==> config.mk <==
export PLATFORM = sky130hd
export DESIGN_NAME = mem_access_ctrl_flat
export DESIGN_NICKNAME = d
export VERILOG_FILES = /design/src/rtl/mem_access_ctrl_if.sv /design/src/rtl/mem_access_ctrl.sv /design/src/flat_wrapper.sv
export SDC_FILE = /design/constraint.sdc
export NUM_CORES = 1
export LEC_CHECK = 0
export BUFFER_PORTS_ARGS = -buffer_cell sky130_fd_sc_hd__buf_2
export CORE_ASPECT_RATIO = 0.5
export CORE_MARGIN = 5
export CORE_UTILIZATION = 40
export CTS_CLUSTER_DIAMETER = 40
export DETAILED_ROUTE_END_ITERATION = 10
export PLACE_DENSITY = 0.81
export SYNTH_ARGS = -nofsm -noshare
export SYNTH_HDL_FRONTEND = slang
export SYNTH_SLANG_ARGS = --single-unit
==> constraint.sdc <==
create_clock -name CLK -period 4.9 [get_ports CLK]
set_input_delay 0.245 -clock CLK [delete_from_list [all_inputs] [get_ports CLK]]
set_output_delay 0.245 -clock CLK [all_outputs]
set_load 0.005 [all_outputs]
==> src/rtl/mem_access_ctrl_if.sv <==
// Pipeline-side and data-memory-side signals of the MEM-stage access controller.
// The controller uses the master modport; the pipeline/memory environment uses slave.
interface mem_access_ctrl_if;
    logic        MemReadM;
    logic        MemWriteM;
    logic [31:0] ALUOutM;
    logic [31:0] WriteDataM;
    logic        dmem_ready;
    logic [31:0] dmem_rdata;
    logic        dmem_req;
    logic        dmem_we;
    logic [31:0] dmem_addr;
    logic [31:0] dmem_wdata;
    logic [31:0] ReadDataM;
    logic        StallM;
    logic        BubbleW;
    logic        mem_fault;

    // Handshake: a request is held (dmem_req, dmem_we, dmem_addr, dmem_wdata
    // stable) until the first cycle in which dmem_ready=1 while dmem_req=1;
    // that cycle completes it. dmem_ready is ignored whenever dmem_req=0.
    modport master (
        input  MemReadM, MemWriteM, ALUOutM, WriteDataM, dmem_ready, dmem_rdata,
        output dmem_req, dmem_we, dmem_addr, dmem_wdata, ReadDataM, StallM, BubbleW, mem_fault
    );

    modport slave (
        output MemReadM, MemWriteM, ALUOutM, WriteDataM, dmem_ready, dmem_rdata,
        input  dmem_req, dmem_we, dmem_addr, dmem_wdata, ReadDataM, StallM, BubbleW, mem_fault
    );
endinterface

==> src/rtl/mem_access_ctrl.sv <==
// MEM-stage data-memory access sequencer: freezes the pipeline during a variable-latency
// access, returns load data, and flags misaligned accesses and timeouts (sticky).
module mem_access_ctrl #(
    parameter int unsigned TIMEOUT_CYCLES = 255
) (
    input  logic                  CLK,
    input  logic                  RST,
    mem_access_ctrl_if.master     bus,
    output logic [1:0]            dbg_state_o
);

    typedef enum logic [1:0] {
        S_IDLE = 2'd0,
        S_REQ  = 2'd1,
        S_DONE = 2'd2
    } state_e;

    localparam logic [7:0] CNT_LAST = 8'(TIMEOUT_CYCLES - 1);

    state_e      state_q, state_d;
    logic        req_q, req_d;
    logic        we_q, we_d;
    logic [31:0] addr_q, addr_d;
    logic [31:0] wdata_q, wdata_d;
    logic [31:0] rdata_q, rdata_d;
    logic [7:0]  cnt_q, cnt_d;
    logic        fault_q, fault_d;

    logic access;
    logic misaligned;
    logic stall;

    assign access     = bus.MemReadM | bus.MemWriteM;
    assign misaligned = (bus.ALUOutM[1:0] != 2'b00);

    always_ff @(posedge CLK or posedge RST) begin
        if (RST) begin
            state_q <= S_IDLE;
            req_q   <= 1'b0;
            we_q    <= 1'b0;
            addr_q  <= 32'd0;
            wdata_q <= 32'd0;
            rdata_q <= 32'd0;
            cnt_q   <= 8'd0;
            fault_q <= 1'b0;
        end else begin
            state_q <= state_d;
            req_q   <= req_d;
            we_q    <= we_d;
            addr_q  <= addr_d;
            wdata_q <= wdata_d;
            rdata_q <= rdata_d;
            cnt_q   <= cnt_d;
            fault_q <= fault_d;
        end
    end

    always_comb begin
        state_d = state_q;
        req_d   = req_q;
        we_d    = we_q;
        addr_d  = addr_q;
        wdata_d = wdata_q;
        rdata_d = rdata_q;
        cnt_d   = cnt_q;
        fault_d = fault_q;
        case (state_q)
            S_IDLE: begin
                if (access && !misaligned) begin
                    state_d = S_REQ;
                    req_d   = 1'b1;
                    we_d    = bus.MemWriteM;
                    addr_d  = {bus.ALUOutM[31:2], 2'b00};
                    wdata_d = bus.WriteDataM;
                    cnt_d   = 8'd0;
                end else if (access) begin
                    // Misaligned: no request and no stall; the instruction retires with zero data.
                    fault_d = 1'b1;
                    rdata_d = 32'd0;
                end
            end
            S_REQ: begin
                if (bus.dmem_ready) begin
                    if (!we_q) begin
                        rdata_d = bus.dmem_rdata;
                    end
                    req_d   = 1'b0;
                    state_d = S_DONE;
                end else if (cnt_q == CNT_LAST) begin
                    req_d   = 1'b0;
                    fault_d = 1'b1;
                    rdata_d = 32'd0;
                    state_d = S_DONE;
                end else begin
                    cnt_d = cnt_q + 8'd1;
                end
            end
            S_DONE: begin
                // The same instruction is still in MEM here, so its access bits are not re-sampled.
                state_d = S_IDLE;
            end
            default: begin
                state_d = S_IDLE;
            end
        endcase
    end

    // Reset forces the pipeline free immediately, even while the MEM-stage access bits are still high.
    assign stall = !RST && (((state_q == S_IDLE) && access && !misaligned) || (state_q == S_REQ));

    assign bus.StallM     = stall;
    assign bus.BubbleW    = stall;
    assign bus.dmem_req   = req_q;
    assign bus.dmem_we    = we_q;
    assign bus.dmem_addr  = addr_q;
    assign bus.dmem_wdata = wdata_q;
    assign bus.ReadDataM  = rdata_q;
    assign bus.mem_fault  = fault_q;
    assign dbg_state_o    = state_q;

endmodule

==> src/flat_wrapper.sv <==
// flat-port wrapper written by rule: the top's interface ports become plain ports
module mem_access_ctrl_flat 
#(
    parameter int unsigned TIMEOUT_CYCLES = 255
)
  (CLK, RST, dbg_state_o, bus_MemReadM, bus_MemWriteM, bus_ALUOutM, bus_WriteDataM, bus_dmem_ready, bus_dmem_rdata, bus_dmem_req, bus_dmem_we, bus_dmem_addr, bus_dmem_wdata, bus_ReadDataM, bus_StallM, bus_BubbleW, bus_mem_fault);
  mem_access_ctrl_if bus_i ();
  input  logic CLK;
  input  logic RST;
  output logic [1:0] dbg_state_o;
  input wire logic [$bits(bus_i.MemReadM)-1:0] bus_MemReadM;
  input wire logic [$bits(bus_i.MemWriteM)-1:0] bus_MemWriteM;
  input wire logic [$bits(bus_i.ALUOutM)-1:0] bus_ALUOutM;
  input wire logic [$bits(bus_i.WriteDataM)-1:0] bus_WriteDataM;
  input wire logic [$bits(bus_i.dmem_ready)-1:0] bus_dmem_ready;
  input wire logic [$bits(bus_i.dmem_rdata)-1:0] bus_dmem_rdata;
  output wire logic [$bits(bus_i.dmem_req)-1:0] bus_dmem_req;
  output wire logic [$bits(bus_i.dmem_we)-1:0] bus_dmem_we;
  output wire logic [$bits(bus_i.dmem_addr)-1:0] bus_dmem_addr;
  output wire logic [$bits(bus_i.dmem_wdata)-1:0] bus_dmem_wdata;
  output wire logic [$bits(bus_i.ReadDataM)-1:0] bus_ReadDataM;
  output wire logic [$bits(bus_i.StallM)-1:0] bus_StallM;
  output wire logic [$bits(bus_i.BubbleW)-1:0] bus_BubbleW;
  output wire logic [$bits(bus_i.mem_fault)-1:0] bus_mem_fault;
  assign bus_i.MemReadM = bus_MemReadM;
  assign bus_i.MemWriteM = bus_MemWriteM;
  assign bus_i.ALUOutM = bus_ALUOutM;
  assign bus_i.WriteDataM = bus_WriteDataM;
  assign bus_i.dmem_ready = bus_dmem_ready;
  assign bus_i.dmem_rdata = bus_dmem_rdata;
  assign bus_dmem_req = bus_i.dmem_req;
  assign bus_dmem_we = bus_i.dmem_we;
  assign bus_dmem_addr = bus_i.dmem_addr;
  assign bus_dmem_wdata = bus_i.dmem_wdata;
  assign bus_ReadDataM = bus_i.ReadDataM;
  assign bus_StallM = bus_i.StallM;
  assign bus_BubbleW = bus_i.BubbleW;
  assign bus_mem_fault = bus_i.mem_fault;
  mem_access_ctrl #(.TIMEOUT_CYCLES(TIMEOUT_CYCLES)) u_core (.CLK(CLK), .RST(RST), .bus(bus_i), .dbg_state_o(dbg_state_o));
endmodule
==> results.toml, run 1 <==
[routing]
wl_um = 10500
num_vias = 2999
dr.pass1.iters = 4
dr.first_iter.drc_count = 159
post-route-drc-count = 0
final_antenna_net_count = 0
wl_per_cell_um = 16.9
vias_per_cell = 4.82

[final_layout]
nNetsFinal = 580
drive_above_1_share_pct = 59.1
synthToLayoutAreaGrowth_pct = 33.0
n_antenna_cell = 0
fill_cells = 882

[synthesis]
synth.avg_cell_area_um2 = 15.2
yosysWarnings = 0
synth-seq-cells = 107
synth_area_um2 = 4220
ys_seq_area_share_pct = 63.5
ys_types = 33
syn-instance-count = 278

[status]
outcome = "completed"

[die]
core_area_um2 = 10200
chipWidth_um = 155
die-area_um2 = 12800
num_rows = 26
ios = 204
start_util_pct = 41.1
die_h_um = 82.6

[cts]
clock_latency_ns = 0.34
clk_pin_slew_ns = 0.07
cts_tree = "yes"
htreeDepth = 3
ctsHoldBuffers = 0
cts_num_sinks = 107
cts_setup_buffers = 0
root_buffer = "clkbuf_16"
cts-buffers-inserted = 9
post_cts_resized = 0
clockBufferDepth = 2

[critical_path]
worstSetupStartpointType = "flop"
endpoint_kind = "output pin"
timing.rr.start = "u_core.dbg_state_o[0]"
r2r-end = "u_core.cnt_q[7]"
crit_required_ns = 4.66
r2r_cells = 5
critical_path_class = "reg -> out"
ff2ff_setup_slack_ns = 2.57
worstPathArrival_ns = 2.37
cp_max_fo = 48

[global_routing]
grt_max_degree = 68
grt_pass1_wl_um = 15900
antenna_found_initial = 0
globalRouteTotalUtil_pct = 15.9
grt_overflow = 0
grt_pass1_vias = 3173

[power_and_ir_drop]
power_switching_share_pct = 28.6
intPower_uw = 1870
power.share.clock_pct = 26.5
comb_power_share_pct = 25.9
power.share.sequential_pct = 47.6
p_switching_uw = 749
max-vdd-ir-drop_mv = 0.198
leakage_uw = 0.00299
power_density_nw_per_um2 = 466

[sta]
maxSlewHeadroom_pct = 17.3
maxSlewViolCount = 0
setup_viol = 0
tightest_slew_ns = 1.24
fmax_ghz = 0.382
fin_crit_ns = 2.62
clock_skew_ns = 0.0116
rsz0062_at_grt = "no"
tns_ns = 0
timing.final.crit_share_pct = 53.4
hold_violations = 0
holdWs_ns = 0.0644

[hold_path]
hold_path_class = "in -> async"

[placed_design]
numPortBuffers = 201
hpwl_um = 7880
gp_congestion = 0.774

[flow_run]
maxCapViolCount = 0
[through the flow]
| stage | util, % | std cells | power (µW) | setup slack, ns | cell area, µm² |
|---|---|---|---|---|---|
| 2_1_floorplan | - | 279 | 1600 | 1.84 | 4220 |
| 3_3_place_gp | 52.0 | 606 | 1910 | 2.58 | 5320 |
| 3_5_place_dp | 52.0 | 606 | 1950 | 2.57 | 5320 |
| 4_1_cts | 54.7 | 622 | 2650 | 2.29 | 5610 |
| 5_1_grt | 54.7 | 622 | 2760 | 2.10 | 5610 |
| 6_report | 54.7 | 622 | 2610 | 2.28 | 5610 |
[how the worst max path moves through the flow]
stage                          startpoint                       to  slack (ns)  cells after the start
floorplan                             RST  u_core.bus.ReadDataM[0]        1.84                      1
global placement    u_core.dbg_state_o[0]          u_core.cnt_q[7]        2.58                      5
detailed placement          bus_MemWriteM          u_core.cnt_q[0]        2.57                      6
CTS                 u_core.dbg_state_o[0]              bus_BubbleW        2.29                      5
global route        u_core.dbg_state_o[0]              bus_BubbleW        2.10                      5
finish              u_core.dbg_state_o[0]              bus_BubbleW        2.28                      5
[cell usage after synthesis (all sizes together)]
| library cell | n | area (µm²) |
|---|---|---|
| o22ai | 1 | 6.26 |
| and4 | 1 | 8.76 |
| and2b | 1 | 7.51 |
| nor4 | 1 | 12.5 |
| nand2 | 7 | 26.3 |
| ha | 2 | 25.0 |
| dfrtp | 107 | 2680 |
| a21oi | 8 | 40.0 |
| mux2 | 62 | 773 |
| nor2 | 4 | 15.0 |
| and3b | 1 | 8.76 |
| a221o | 1 | 10.0 |
| and2 | 1 | 8.76 |
| a22o | 32 | 280 |
| o41ai | 1 | 16.3 |
| o21ai | 6 | 30.0 |
| a31oi | 2 | 12.5 |
| nor3 | 1 | 5.00 |
| and3 | 5 | 31.3 |
| nand3 | 3 | 15.0 |
| o21a | 2 | 15.0 |
| nand2b | 3 | 18.8 |
| conb | 1 | 3.75 |
| a211o | 2 | 17.5 |
| a211oi | 1 | 12.5 |
| inv | 5 | 18.8 |
| buf | 14 | 109 |
| clkbuf | 3 | 11.3 |
[critical path, stage by stage, from the launching register on]
cell     delay (ns)
dfrtp_1        0.42
nor4_2         0.46
o21ai_4        0.30
buf_4          0.42
a21oi_1        0.25
buf_2          0.15
[logic make-up after synthesis]
group           share of synthesized area (%)
flops                                    63.5
other cells                            0.0889
simple gates                             3.74
fa+ha+maj                               0.593
mux                                      18.3
compound gates                           10.4
buf+inv                                  3.29
[power by group through the flow]
stage / combinational (µW) / clock (µW) / sequential (µW)
3_5_place_dp: 695 / 0 / 1260
2_1_floorplan: 336 / 0 / 1270
6_report: 678 / 693 / 1240
4_1_cts: 694 / 711 / 1240
5_1_grt: 740 / 748 / 1270
3_3_place_gp: 670 / 0 / 1240
[cell usage in the layout (no fill, tap or decap), types with 2 or more instances in the layout]
| cell type | n |
|---|---|
| nor2_1 | 3 |
| clkinvlp_4 | 2 |
| inv_1 | 4 |
| o21ai_0 | 4 |
| ha_1 | 2 |
| o21a_1 | 2 |
| dfrtp_1 | 107 |
| mux2_1 | 5 |
| and3_1 | 5 |
| buf_2 | 201 |
| nand2_1 | 7 |
| nand3_1 | 3 |
| conb_1 | 2 |
| a31oi_1 | 2 |
| mux2_4 | 20 |
| a21oi_1 | 8 |
| a211o_1 | 2 |
| inv_6 | 2 |
| a22o_1 | 32 |
| clkbuf_16 | 9 |
| nand2b_1 | 3 |
| buf_4 | 3 |
| mux2_2 | 37 |
[registers in the layout (all words and copies together), names as in the netlist]
signal and count:
u_core.bus.dmem_wdata 32, u_core.cnt_q 8, u_core.bus.dmem_addr 30, u_core.bus.mem_fault 1, u_core.dbg_state_o 2, u_core.bus.dmem_we 1
u_core.bus.ReadDataM 32, u_core.bus.dmem_req 1
[routing by layer]
| layer | GRT usage, % | routed length, µm |
|---|---|---|
| met3 | 4.01 | 448 |
| met2 | 30.4 | 5950 |
| met5 | 0 | 0 |
| met4 | 5.68 | 217 |
| met1 | 17.4 | 3880 |
[cell type report]
cell class              count  area (µm²)  share of cell area, %
flip-flops and latches    107        2680                   47.7
multi-input cells         150        1420                   25.3
repair buffers            204        1030                   18.3
clock buffers              10         239                   4.26
well taps                 140         175                   3.12
clock inverters             6        46.3                  0.825
inverters                   5        21.3                  0.379
Power figures use the tool's default switching activity.
==> run 2, diff against run 1 <==
==> constraint.sdc (replaced) <==
create_clock -name CLK -period 2.75 [get_ports CLK]
set_input_delay 0.1375 -clock CLK [delete_from_list [all_inputs] [get_ports CLK]]
set_output_delay 0.1375 -clock CLK [all_outputs]
set_load 0.005 [all_outputs]
==> run 2 against run 1 <==
Power is 87% higher. First-iteration DRC count is 1.9% lower. Die area stayed put. Non-clock buffer count is 4 higher. Final area is 2.0% higher. Via count is 1.0% higher. Flip-flop and latch count stayed put. Worst hold slack worse by 0.049 ns. Register-to-register slack worse by 1.7 ns. Core utilization is 1.1 points higher. Final cell count is 0.64% higher. Critical path type unchanged. Largest power group unchanged.
==> results.toml, run 2 (synthesis gave the netlist of run 1 again) <==
[status]
outcome = "completed"

[final_layout]
final_cell_area_um2 = 5720
seqCellArea_um2 = 2680
layout_commonest_cell = "buf_2"
fin_cells = 626
drive_above_1_share_pct = 59.1
most-common-layout-cells = "buf_2, dfrtp_1, mux2_2"
synthToLayoutAreaGrowth_pct = 35.7
nNetsFinal = 584
n_antenna_cell = 0
multi_input_area_um2 = 1420
fill_cells = 863

[power_and_ir_drop]
power_density_nw_per_um2 = 854
power.share.clock_pct = 29.7
max-vdd-ir-drop_mv = 0.409
comb_power_share_pct = 25.0
power_switching_share_pct = 26.7
leakage_uw = 0.00304
intPower_uw = 3580
power.share.sequential_pct = 45.3
p_switching_uw = 1310

[hold_path]
hold_depth = 2
hold_start = "bus_dmem_rdata[18]"
hold_path_class = "in -> reg"
min_to = "u_core.bus.ReadDataM[18]"

[placed_design]
hpwl_um = 7670
gp_congestion = 0.859
place_area_um2 = 5370
numPortBuffers = 201
pre_cts_ws_ns = 0.908
dp.cells = 609

[critical_path]
endpoint_kind = "output pin"
r2r_cells = 6
r2r-end = "u_core.cnt_q[7]"
timing.rr.start = "u_core.cnt_q[0]"
worstPathArrival_ns = 2.06
critical_path_class = "reg -> out"
cp_max_fo = 42
crit_required_ns = 2.61
ff2ff_setup_slack_ns = 0.89
worstSetupStartpointType = "flop"

[die]
core_area_um2 = 10200
die-area_um2 = 12800
chipWidth_um = 155
ios = 204
start_util_pct = 41.1
die_h_um = 82.6
num_rows = 26

[routing]
dr.pass1.iters = 4
post-route-drc-count = 0
wl_um = 10300
wl_per_cell_um = 16.4
dr.first_iter.drc_count = 156
final_antenna_net_count = 0
vias_per_cell = 4.84
num_vias = 3030

[global_routing]
antenna_found_initial = 0
grt_pass1_vias = 3095
grt_pass1_wl_um = 16000
grt_max_degree = 56
globalRouteTotalUtil_pct = 15.9
grt_overflow = 0

[flow_run]
maxCapViolCount = 0

[cts]
cts_num_sinks = 107
clockBufferDepth = 2
clk_pin_slew_ns = 0.07
cts-buffers-inserted = 9
root_buffer = "clkbuf_16"
htreeDepth = 3
clock_latency_ns = 0.34
cts_tree = "yes"

[sta]
fin_ws_ns = 0.549
maxSlewHeadroom_pct = 58.8
hold_violations = 0
clock_skew_ns = 0.00877
fmax_ghz = 0.454
timing.final.crit_share_pct = 80.0
holdWs_ns = 0.0158
tns_ns = 0
tightest_slew_ns = 0.616
rsz0062_at_grt = "no"
maxSlewViolCount = 0
fin_crit_ns = 2.20
setup_viol = 0
run 2: cell types whose count changed in the layout (fill, tap and decap cells not counted), sizes merged:
cell and delta:
bufinv +3, dlygate4sd3 +1, clkinv -1, inv -2, buf +3
run 2: metrics by stage:
stage | utilization, % | total power [µW]
global placement | 52.4 | 3430
CTS | 55.8 | 4960
detailed placement | 52.4 | 3480
global route | 55.8 | 5170
floorplan | - | 2860
finish | 55.8 | 4890
run 2: metal layers:
layer  GRT usage [%]  up-vias  share of wire (%)
met5               0        -                  0
met4            4.63        0                1.3
met3            4.01       12                4.3
met2            29.7       86                 55
met1            18.5     1519                 39
li1                -     1413                  -
run 2: how the worst max path moves through the flow:
stage / startpoint / end / cells after the start
final: u_core.dbg_state_o[0] / bus_StallM / 5
after global routing: u_core.dbg_state_o[0] / bus_BubbleW / 5
after CTS: u_core.dbg_state_o[0] / bus_StallM / 5
after global placement: u_core.dbg_state_o[0] / u_core.bus.dmem_addr[11] / 4
after floorplan: u_core.cnt_q[0] / u_core.cnt_q[7] / 6
after detailed placement: u_core.dbg_state_o[0] / u_core.bus.dmem_addr[25] / 4
run 2: area by class of cell:
class	instances	area share, %
Clock inverter	6	1.95
Clock buffer	10	4.00
Sequential cell	107	46.8
Timing Repair Buffer	208	19.0
Multi-Input combinational cell	150	24.8
Tap cell	140	3.06
Inverter	5	0.394
run 2: power by group through the flow:
stage | clock network, µW | logic, µW | registers [µW]
4_1_cts | 1490 | 1250 | 2220
3_5_place_dp | 0 | 1240 | 2240
6_report | 1450 | 1220 | 2210
2_1_floorplan | 0 | 599 | 2260
5_1_grt | 1560 | 1340 | 2270
3_3_place_gp | 0 | 1200 | 2220
run 2: critical path, stage by stage, from the launching register on:
cell     delay, ns
dfrtp_1       0.42
nor4_2        0.42
o21ai_4       0.27
buf_12        0.26
a21oi_1       0.19
buf_2         0.15
run 2: timing repair:
item,4_1_cts,5_1_grt
hold buffers,1,0
hold endpoints to repair,22,0
resized for setup,0,0
setup buffers,0,0
==> run 3, diff against run 2 <==
--- a/config.mk
+++ b/config.mk
@@ -11,7 +11,7 @@
 export CORE_UTILIZATION = 40
 export CTS_CLUSTER_DIAMETER = 40
 export DETAILED_ROUTE_END_ITERATION = 10
-export PLACE_DENSITY = 0.81
+export PLACE_DENSITY = 0.84
 export SYNTH_ARGS = -nofsm -noshare
 export SYNTH_HDL_FRONTEND = slang
 export SYNTH_SLANG_ARGS = --single-unit
==> constraint.sdc (replaced) <==
create_clock -name CLK -period 2 [get_ports CLK]
set_input_delay 0.1 -clock CLK [delete_from_list [all_inputs] [get_ports CLK]]
set_output_delay 0.1 -clock CLK [all_outputs]
set_load 0.005 [all_outputs]
==> run 3 against run 2 <==
First-iteration DRC count up 64%. Final cell count rose by 15%. Count of clock-buffer cells in the layout is the same. Sequential share of layout area is 6.6 points lower. Core utilization grew 9.2 points. Critical endpoint is now bus_BubbleW.
==> results.toml, run 3 (synthesis gave the netlist of run 1 again) <==
[global_routing]
grt_overflow = 0
globalRouteTotalUtil_pct = 21.9
grt_max_degree = 57
grt_pass1_vias = 3936
grt_pass1_wl_um = 21500
antenna_found_initial = 0

[critical_path]
worstSetupStartpointType = "flop"
cp_max_fo = 28
slowest_delay_ns = 0.45
cp_slowest_cell = "dfrtp_1"
crit_required_ns = 1.90
critical_path_class = "reg -> out"
endpoint_kind = "output pin"
crit_family = "flip-flops"
cp_cell_sequence = "nor4_4 > o21ai_4 > buf_12 > a21oi_2 > buf_2"
worstPathArrival_ns = 1.88
path_buf_inv = 2

[final_layout]
drive_above_1_share_pct = 50.2
layout_commonest_cell = "buf_2"
n_antenna_cell = 0
final_core_util_pct = 65.0
synthToLayoutAreaGrowth_pct = 58.1
most-common-layout-cells = "buf_2, dfrtp_1, dlygate4sd3_1"
nNetsFinal = 680
seqCellArea_um2 = 2680
multi_input_area_um2 = 1430
final_cell_area_um2 = 6670
fill_cells = 715

[sta]
timing.final.crit_share_pct = 98.8
setup_viol = 0
fmax_ghz = 0.506
fin_crit_ns = 1.98
clock_skew_ns = 0.0107
hold_violations = 0
maxSlewHeadroom_pct = 61.0
fin_ws_ns = 0.0242
maxSlewViolCount = 0
tightest_slew_ns = 0.584
holdWs_ns = 0.0202

[die]
chipWidth_um = 155
die-area_um2 = 12800
start_util_pct = 41.1
core_area_um2 = 10200
num_rows = 26
die_h_um = 82.6
ios = 204

[status]
outcome = "completed"

[placed_design]
numPortBuffers = 201
gp_congestion = 0.798
pre_cts_ws_ns = 0.176
hpwl_um = 8120
place_area_um2 = 5390

[routing]
post-route-drc-count = 0
wl_per_cell_um = 19.9
num_vias = 3676
dr.pass1.iters = 7
final_antenna_net_count = 0
dr.first_iter.drc_count = 256
vias_per_cell = 5.09
wl_um = 14400

[cts]
cts_tree = "yes"
clock_latency_ns = 0.35
root_buffer = "clkbuf_16"
clockBufferDepth = 2
cts_num_sinks = 107
clk_pin_slew_ns = 0.07
cts-buffers-inserted = 9
htreeDepth = 3

[flow_run]
maxCapViolCount = 0

[power_and_ir_drop]
max-vdd-ir-drop_mv = 0.510
leakage_uw = 0.00344
power_density_nw_per_um2 = 1010

[hold_path]
hold_path_class = "in -> reg"
run 3: cell type report:
| class | count | share of cell area, % |
|---|---|---|
| clock buffers | 10 | 3.59 |
| inverters | 5 | 0.338 |
| repair buffers | 304 | 31.0 |
| multi-input cells | 150 | 21.5 |
| well taps | 140 | 2.63 |
| flip-flops and latches | 107 | 40.2 |
| clock inverters | 6 | 0.713 |
run 3: path summary, 6_finish.rpt:
kind,slack (ns),end,from,cells past startpoint
min in group asynchronous,0.40,u_core.bus.dmem_addr[14],RST,3
max,0.02,bus_BubbleW,u_core.dbg_state_o[1],5
min,0.02,u_core.bus.ReadDataM[11],bus_dmem_rdata[11],2
max in group asynchronous,0.92,u_core.bus.dmem_wdata[19],RST,4
min reg2reg,0.50,u_core.bus.mem_fault,u_core.bus.mem_fault,1
max reg2reg,0.08,u_core.cnt_q[7],u_core.cnt_q[0],6
run 3: timing repair:
action	in CTS	in global routing
resized for setup	1	1
hold endpoints to repair	115	0
gates cloned	0	1
hold buffers	94	0
setup buffers	0	1
endpoints found under the setup margin	2	2
pin swaps	0	1
run 3: routing by layer:
layer / share of wire (%) / vias up / global-route usage (%) / routed length (µm)
li1: - / 1609 / - / -
met1: 35 / 1854 / 22.7 / 5070
met2: 56 / 156 / 43.1 / 8050
met3: 4.9 / 57 / 5.15 / 705
met4: 4.0 / 0 / 9.87 / 580
met5: 0 / - / 0 / 0
run 3: where the power goes:
| part | total, µW | leakage (µW) | internal (µW) | switching [µW] |
|---|---|---|---|---|
| registers | 3090 | 0.00134 | 2730 | 363 |
| clock network | 1710 | 0.000145 | 893 | 815 |
| logic | 1940 | 0.00196 | 1110 | 834 |
| total | 6740 | 0.00344 | 4730 | 2010 |
run 3: stage by stage:
stage | TNS [ns] | std cells | power, µW
2_1_floorplan | 0 | 279 | 3930
3_3_place_gp | 0 | 610 | 4710
3_5_place_dp | 0 | 610 | 4800
4_1_cts | 0 | 720 | 6660
5_1_grt | -0.0216 | 722 | 7090
6_report | 0 | 722 | 6740
